===== src/rtl/wb_status_port.sv =====
// Wishbone slave that queues firmware status words and paces them onto the status pads, each held HOLD_CYCLES.
// Latency: ack 1 cycle after request; a word pushed into an empty FIFO with EN set reaches status_o 2 cycles after its ack.
// Backpressure: none on the bus; a push into a full FIFO without a same-cycle pop is dropped and sets sticky overflow.
// Optional: STATUS_PORT_SIG_EN adds the pop signature register at 0xC.
module wb_status_port #(
    parameter int DEPTH       = 4,
    parameter int HOLD_CYCLES = 16
) (
    input  logic        wb_clk_i,
    input  logic        wb_rst_i,
    input  logic        wbs_cyc_i,
    input  logic        wbs_stb_i,
    input  logic        wbs_we_i,
    input  logic [3:0]  wbs_sel_i,
    input  logic [3:0]  wbs_adr_i,
    input  logic [31:0] wbs_dat_i,
    output logic [31:0] wbs_dat_o,
    output logic        wbs_ack_o,
    output logic [15:0] status_o,
    output logic [15:0] status_oeb_o
);
    localparam int PW = $clog2(DEPTH);
    localparam int CW = (HOLD_CYCLES > 1) ? $clog2(HOLD_CYCLES) : 1;
    localparam logic [CW-1:0] CNT_LOAD = CW'(HOLD_CYCLES - 1);

    typedef enum logic {ST_IDLE, ST_HOLD} state_t;
    state_t state, state_nxt;

    logic [15:0]   mem [DEPTH];
    logic [PW-1:0] wr_ptr, rd_ptr;
    logic [PW:0]   level;
    logic [CW-1:0] cnt;
    logic          ctrl_en, ctrl_oe, overflow;
    logic          empty, full, pop, push_req, push_ok;
    logic          req, wr_fire;
    logic [1:0]    reg_sel;
    logic [15:0]   head;
    logic [31:0]   rd_mux, sig_rd;
    logic [3:0]    level4;
    logic          unused_ok;

    assign req      = wbs_cyc_i & wbs_stb_i & ~wbs_ack_o;
    assign wr_fire  = wbs_ack_o & wbs_cyc_i & wbs_stb_i & wbs_we_i;
    assign reg_sel  = wbs_adr_i[3:2];
    assign empty    = (level == '0);
    assign full     = (level == (PW+1)'(DEPTH));
    assign head     = mem[rd_ptr];
    assign level4   = 4'(level);
    assign push_req = wr_fire && (reg_sel == 2'd1) && (wbs_sel_i[1:0] == 2'b11);
    // A full FIFO still takes a word when the pacer frees a slot in the same cycle.
    assign push_ok  = push_req && (!full || pop);
    assign unused_ok = ^{wbs_sel_i[3:2], wbs_adr_i[1:0], wbs_dat_i[31:16]};

    always_ff @(posedge wb_clk_i) begin
        if (wb_rst_i) state <= ST_IDLE;
        else          state <= state_nxt;
    end

    always_comb begin
        state_nxt = state;
        case (state)
            ST_IDLE: if (ctrl_en && !empty) state_nxt = ST_HOLD;
            ST_HOLD: if (cnt == '0 && !(ctrl_en && !empty)) state_nxt = ST_IDLE;
            default: state_nxt = ST_IDLE;
        endcase
    end

    always_comb begin
        pop = 1'b0;
        case (state)
            ST_IDLE: pop = ctrl_en && !empty;
            ST_HOLD: pop = (cnt == '0) && ctrl_en && !empty;
            default: pop = 1'b0;
        endcase
    end

    always_ff @(posedge wb_clk_i) begin
        if (wb_rst_i) begin
            status_o <= 16'h0;
            cnt      <= '0;
        end else if (pop) begin
            status_o <= head;
            cnt      <= CNT_LOAD;
        end else if (state == ST_HOLD && cnt != '0) begin
            cnt <= cnt - 1'b1;
        end
    end

    always_ff @(posedge wb_clk_i) begin
        if (wb_rst_i) begin
            wr_ptr   <= '0;
            rd_ptr   <= '0;
            level    <= '0;
            overflow <= 1'b0;
        end else begin
            if (push_ok) wr_ptr <= wr_ptr + 1'b1;
            if (pop)     rd_ptr <= rd_ptr + 1'b1;
            if (push_ok && !pop)      level <= level + 1'b1;
            else if (pop && !push_ok) level <= level - 1'b1;
            if (push_req && !push_ok)
                overflow <= 1'b1;
            else if (wr_fire && reg_sel == 2'd2 && wbs_dat_i[6])
                overflow <= 1'b0;
        end
    end

    always_ff @(posedge wb_clk_i) begin
        if (push_ok) mem[wr_ptr] <= wbs_dat_i[15:0];
    end

    always_ff @(posedge wb_clk_i) begin
        if (wb_rst_i) begin
            ctrl_en <= 1'b0;
            ctrl_oe <= 1'b0;
        end else if (wr_fire && reg_sel == 2'd0) begin
            ctrl_en <= wbs_dat_i[0];
            ctrl_oe <= wbs_dat_i[1];
        end
    end

    assign status_oeb_o = ctrl_oe ? 16'h0000 : 16'hFFFF;

`ifdef STATUS_PORT_SIG_EN
    logic [31:0] sig;
    always_ff @(posedge wb_clk_i) begin
        if (wb_rst_i)
            sig <= '0;
        else if (wr_fire && reg_sel == 2'd3)
            sig <= '0;
        else if (pop)
            sig <= {sig[30:0], sig[31]} ^ {16'h0, head};
    end
    assign sig_rd = sig;
`else
    assign sig_rd = '0;
`endif

    always_comb begin
        rd_mux = '0;
        case (reg_sel)
            2'd0:    rd_mux = {30'h0, ctrl_oe, ctrl_en};
            2'd1:    rd_mux = {16'h0, status_o};
            2'd2:    rd_mux = {25'h0, overflow, full, empty, level4};
            default: rd_mux = sig_rd;
        endcase
    end

    always_ff @(posedge wb_clk_i) begin
        if (wb_rst_i) begin
            wbs_ack_o <= 1'b0;
            wbs_dat_o <= '0;
        end else begin
            wbs_ack_o <= req;
            wbs_dat_o <= (req && !wbs_we_i) ? rd_mux : '0;
        end
    end
endmodule


===== config.mk =====
export PLATFORM = sky130hd
export DESIGN_NAME = wb_status_port
export DESIGN_NICKNAME = d
export VERILOG_FILES = /design/src/rtl/wb_status_port.sv
export SDC_FILE = /design/constraint.sdc
export NUM_CORES = 1
export LEC_CHECK = 0
export CORE_ASPECT_RATIO = 1.4
export CORE_MARGIN = 4
export CORE_UTILIZATION = 40
export CTS_CLUSTER_SIZE = 10
export DETAILED_ROUTE_END_ITERATION = 12
export PLACE_DENSITY = 0.68
export SYNTH_ARGS = -nofsm -noshare
export SYNTH_HDL_FRONTEND = slang
export SYNTH_SLANG_ARGS = --single-unit

===== constraint.sdc =====
create_clock -name wb_clk_i -period 2.44 [get_ports wb_clk_i]
set_input_delay 0.366 -clock wb_clk_i [delete_from_list [all_inputs] [get_ports wb_clk_i]]
set_output_delay 0.366 -clock wb_clk_i [all_outputs]
set_load 0.01 [all_outputs]

==> metrics <==
outcome finished, final reports clean; Initial DRC Count 67; Hold Crit Class primary input to register; fin crit period 2.38 ns; first drt pass iteration count 4; PD cells 639 mW/mm^2; share of post-route cells with drive strength above 1 0.168; Die Y 133 um; Cell Area, Synth 0.00447 sq mm; final core area utilization 0.519; Clock Skew 0.00454 ns; Final nets 459; port bufs 73; Remaining DRCs 0; Yosys Warn Count 0; Via Count 2656; clk sinks 112; Syn Inst Count 328; leading cell type in the layout, fill and taps excluded clkdlybuf4s50_1; DP Area 0.00529 sq mm; critical-path cell list clkdlybuf4s50_1 > nand2b_4 > nor3_2 > a21boi_2 > ha_2 > inv_1 > fa_2 > xor2_1 > or3_1 > a21oi_2; die width 97.4 um; crit-path max FO 2; static leakage 1.95 nW; Max Cap Viol 0; Slew @ Worst Pin 0.516 ns; Ports 110; Clk pin slew, worst setup/hold paths 0.07 ns; Max-Slew Margin vs Limit 0.652; f_max 0.420 GHz; worst IR drop on VDD 299 uV; CP startpoint kind primary input; gr usage total 0.133; core area 0.0109 sq mm; clock root cell clkbuf_16; Crit. End Element register; vias in the first global route 2687; synthesized area per cell 13.6 sq um; Seq/Total Area, Yosys 0.644; CTS Buf Count 9; hold depth 3; H-tree depth 3; die area 0.0130 sq mm; Slew Viols, Final 0; FF-to-FF path depth 11; most frequent cells in the layout clkdlybuf4s50_1 (70), edfxtp_1 (64), dfxtp_1 (47), nand2_1 (37); vias per cell 4.81; Yosys cell types 40; P&R area growth vs syn 26.6%; Hold Fails Final Rpt 0; Required @ worst endpoint 2.71 ns; CTS tree done; global-route wire length before repair 13.4 mm; Setup violations, final 0; worst path arrival time 2.65 ns; Antenna Cells 0; DPL Wire Length 5.93 mm; Clock Tree Buf Depth 2; Setup CP Type primary input to register; Final period util 0.976; fin area 0.00567 sq mm; GR Overflow Total 0; Pwr Total 3.62 mW; CP max stage delay 0.53 ns; # rows 45; Skew-Pair Late Insertion Delay 0.34 ns; CP max-delay cell clkdlybuf4s50_1; WL/cell 15.3 um; GPL Wtd Cong 0.749; antenna-violating nets left 0; multi-input gate area in the final layout 0.00135 sq mm; Initial Utilization 0.410; initial antenna violation count 0; Filler cells 921; synthesized flop and latch total 112; overall routed net length 8.45 mm; largest net degree at the start of global routing 35; Register Area 0.00288 sq mm
## timing repair
action	CTS	global route
resized for setup	1	10
setup buffers	0	2
pin swaps	1	6
hold buffers	0	0
endpoints found under the setup margin	1	1
## metal layers
metal  GRT usage  vias to the layer above  share of wire
met4      0.0716                        0          0.027
met3      0.0293                       14          0.060
met1       0.138                     1281           0.37
met2       0.246                       83           0.54
li1            -                     1278              -
met5           0                        -              0
## worst max-delay path: cells and delay by family
kind,cells,cell delay (ns)
AO/OA/AOI/OAI,2,0.38
XOR/XNOR,1,0.15
adder cells (fa/ha/maj),2,0.52
buffers and inverters,2,0.58
AND/OR/NAND/NOR,3,0.66
## synth_stat cells
| library cell | instances | area, sq um |
|---|---|---|
| or3b_4 | 1 | 11.3 |
| or3_1 | 4 | 25.0 |
| nand2b_1 | 3 | 18.8 |
| buf_1 | 1 | 3.75 |
| a311oi_1 | 2 | 17.5 |
| mux4_2 | 16 | 360 |
| clkbuf_1 | 5 | 18.8 |
| nand3_1 | 1 | 5.00 |
| a21oi_1 | 23 | 115 |
| o21ai_0 | 3 | 15.0 |
| a22oi_1 | 4 | 30.0 |
| nor2_1 | 18 | 67.6 |
| or4_1 | 1 | 7.51 |
| buf_4 | 33 | 248 |
| mux2i_1 | 6 | 60.1 |
| o21ai_1 | 1 | 5.00 |
| inv_4 | 1 | 6.26 |
| inv_1 | 8 | 30.0 |
| nand2_1 | 37 | 139 |
| buf_2 | 2 | 10.0 |
| and2_1 | 14 | 87.6 |
| xnor2_1 | 1 | 8.76 |
| dfxtp_1 | 48 | 961 |
| conb_1 | 1 | 3.75 |
| nor3b_1 | 2 | 15.0 |
| o31ai_2 | 1 | 12.5 |
| ha_1 | 7 | 87.6 |
| nand4_1 | 1 | 6.26 |
| nor3_1 | 4 | 20.0 |
| mux2_4 | 1 | 15.0 |
| edfxtp_1 | 64 | 1920 |
| buf_6 | 2 | 22.5 |
| nor2b_1 | 2 | 12.5 |
| a21oi_4 | 1 | 16.3 |
| a21boi_2 | 1 | 11.3 |
| and2b_1 | 1 | 7.51 |
| nor2_4 | 1 | 11.3 |
| fa_1 | 1 | 20.0 |
| xor2_1 | 2 | 17.5 |
| a211oi_1 | 3 | 22.5 |
## final timing paths
kind / startpoint / end / slack [ns]
hold / removal: wbs_cyc_i / wbs_ack_o / 0.32
setup reg to reg: cnt[0] / level[2] / 0.08
setup / recovery: wbs_adr_i[2] / level[2] / 0.06
hold reg to reg: wbs_ack_o / wbs_ack_o / 0.47
## power breakdown
group          internal [mW]  total [mW]  leakage, nW  switching, mW
clock                  0.901        1.53        0.156          0.629
combinational         0.0458      0.0960        0.834         0.0501
sequential              1.99        1.99        0.962       0.000854
total                   2.94        3.62         1.95          0.680
## cell families after synthesis
group | Yosys count | share of synthesized area
AOI/OAI and AO/OA | 39 | 0.0548
xor gates and xnor gates | 3 | 0.00587
adders and majority gates | 8 | 0.0240
buffers and inverters | 52 | 0.0758
DFF | 112 | 0.644
muxes | 23 | 0.0973
other | 1 | 0.000838
and+or+nand+nor | 90 | 0.0970
## stage by stage
step | setup TNS, ns | hold WS [ns] | std cells | worst slack [ns]
3_3_place_gp | -0.305 | 0.454 | 534 | -0.282
5_1_grt | -0.0400 | 0.342 | 552 | -0.0400
2_1_floorplan | 0 | 0.449 | 343 | 0.0495
4_1_cts | 0 | 0.470 | 550 | 0.0224
3_5_place_dp | -0.395 | 0.461 | 534 | -0.372
6_report | 0 | 0.320 | 552 | 0.0583
## state kept, by name, summed over array words and instances, names as in the netlist
register	count
mem	64
wbs_ack_o	1
status_o	16
wbs_dat_o	16
wr_ptr	2
ctrl_en	1
ctrl_oe	1
state	1
overflow	1
level	3
rd_ptr	2
cnt	4
## layout make-up
cell class	instances	area share
inverters	9	0.00640
multi-input cells	179	0.237
repair buffers	95	0.159
clock buffers	9	0.0398
flip-flops and latches	112	0.509
well taps	141	0.0311
clock inverters	7	0.0168
Note: power is estimated with default switching activity, not from simulation.
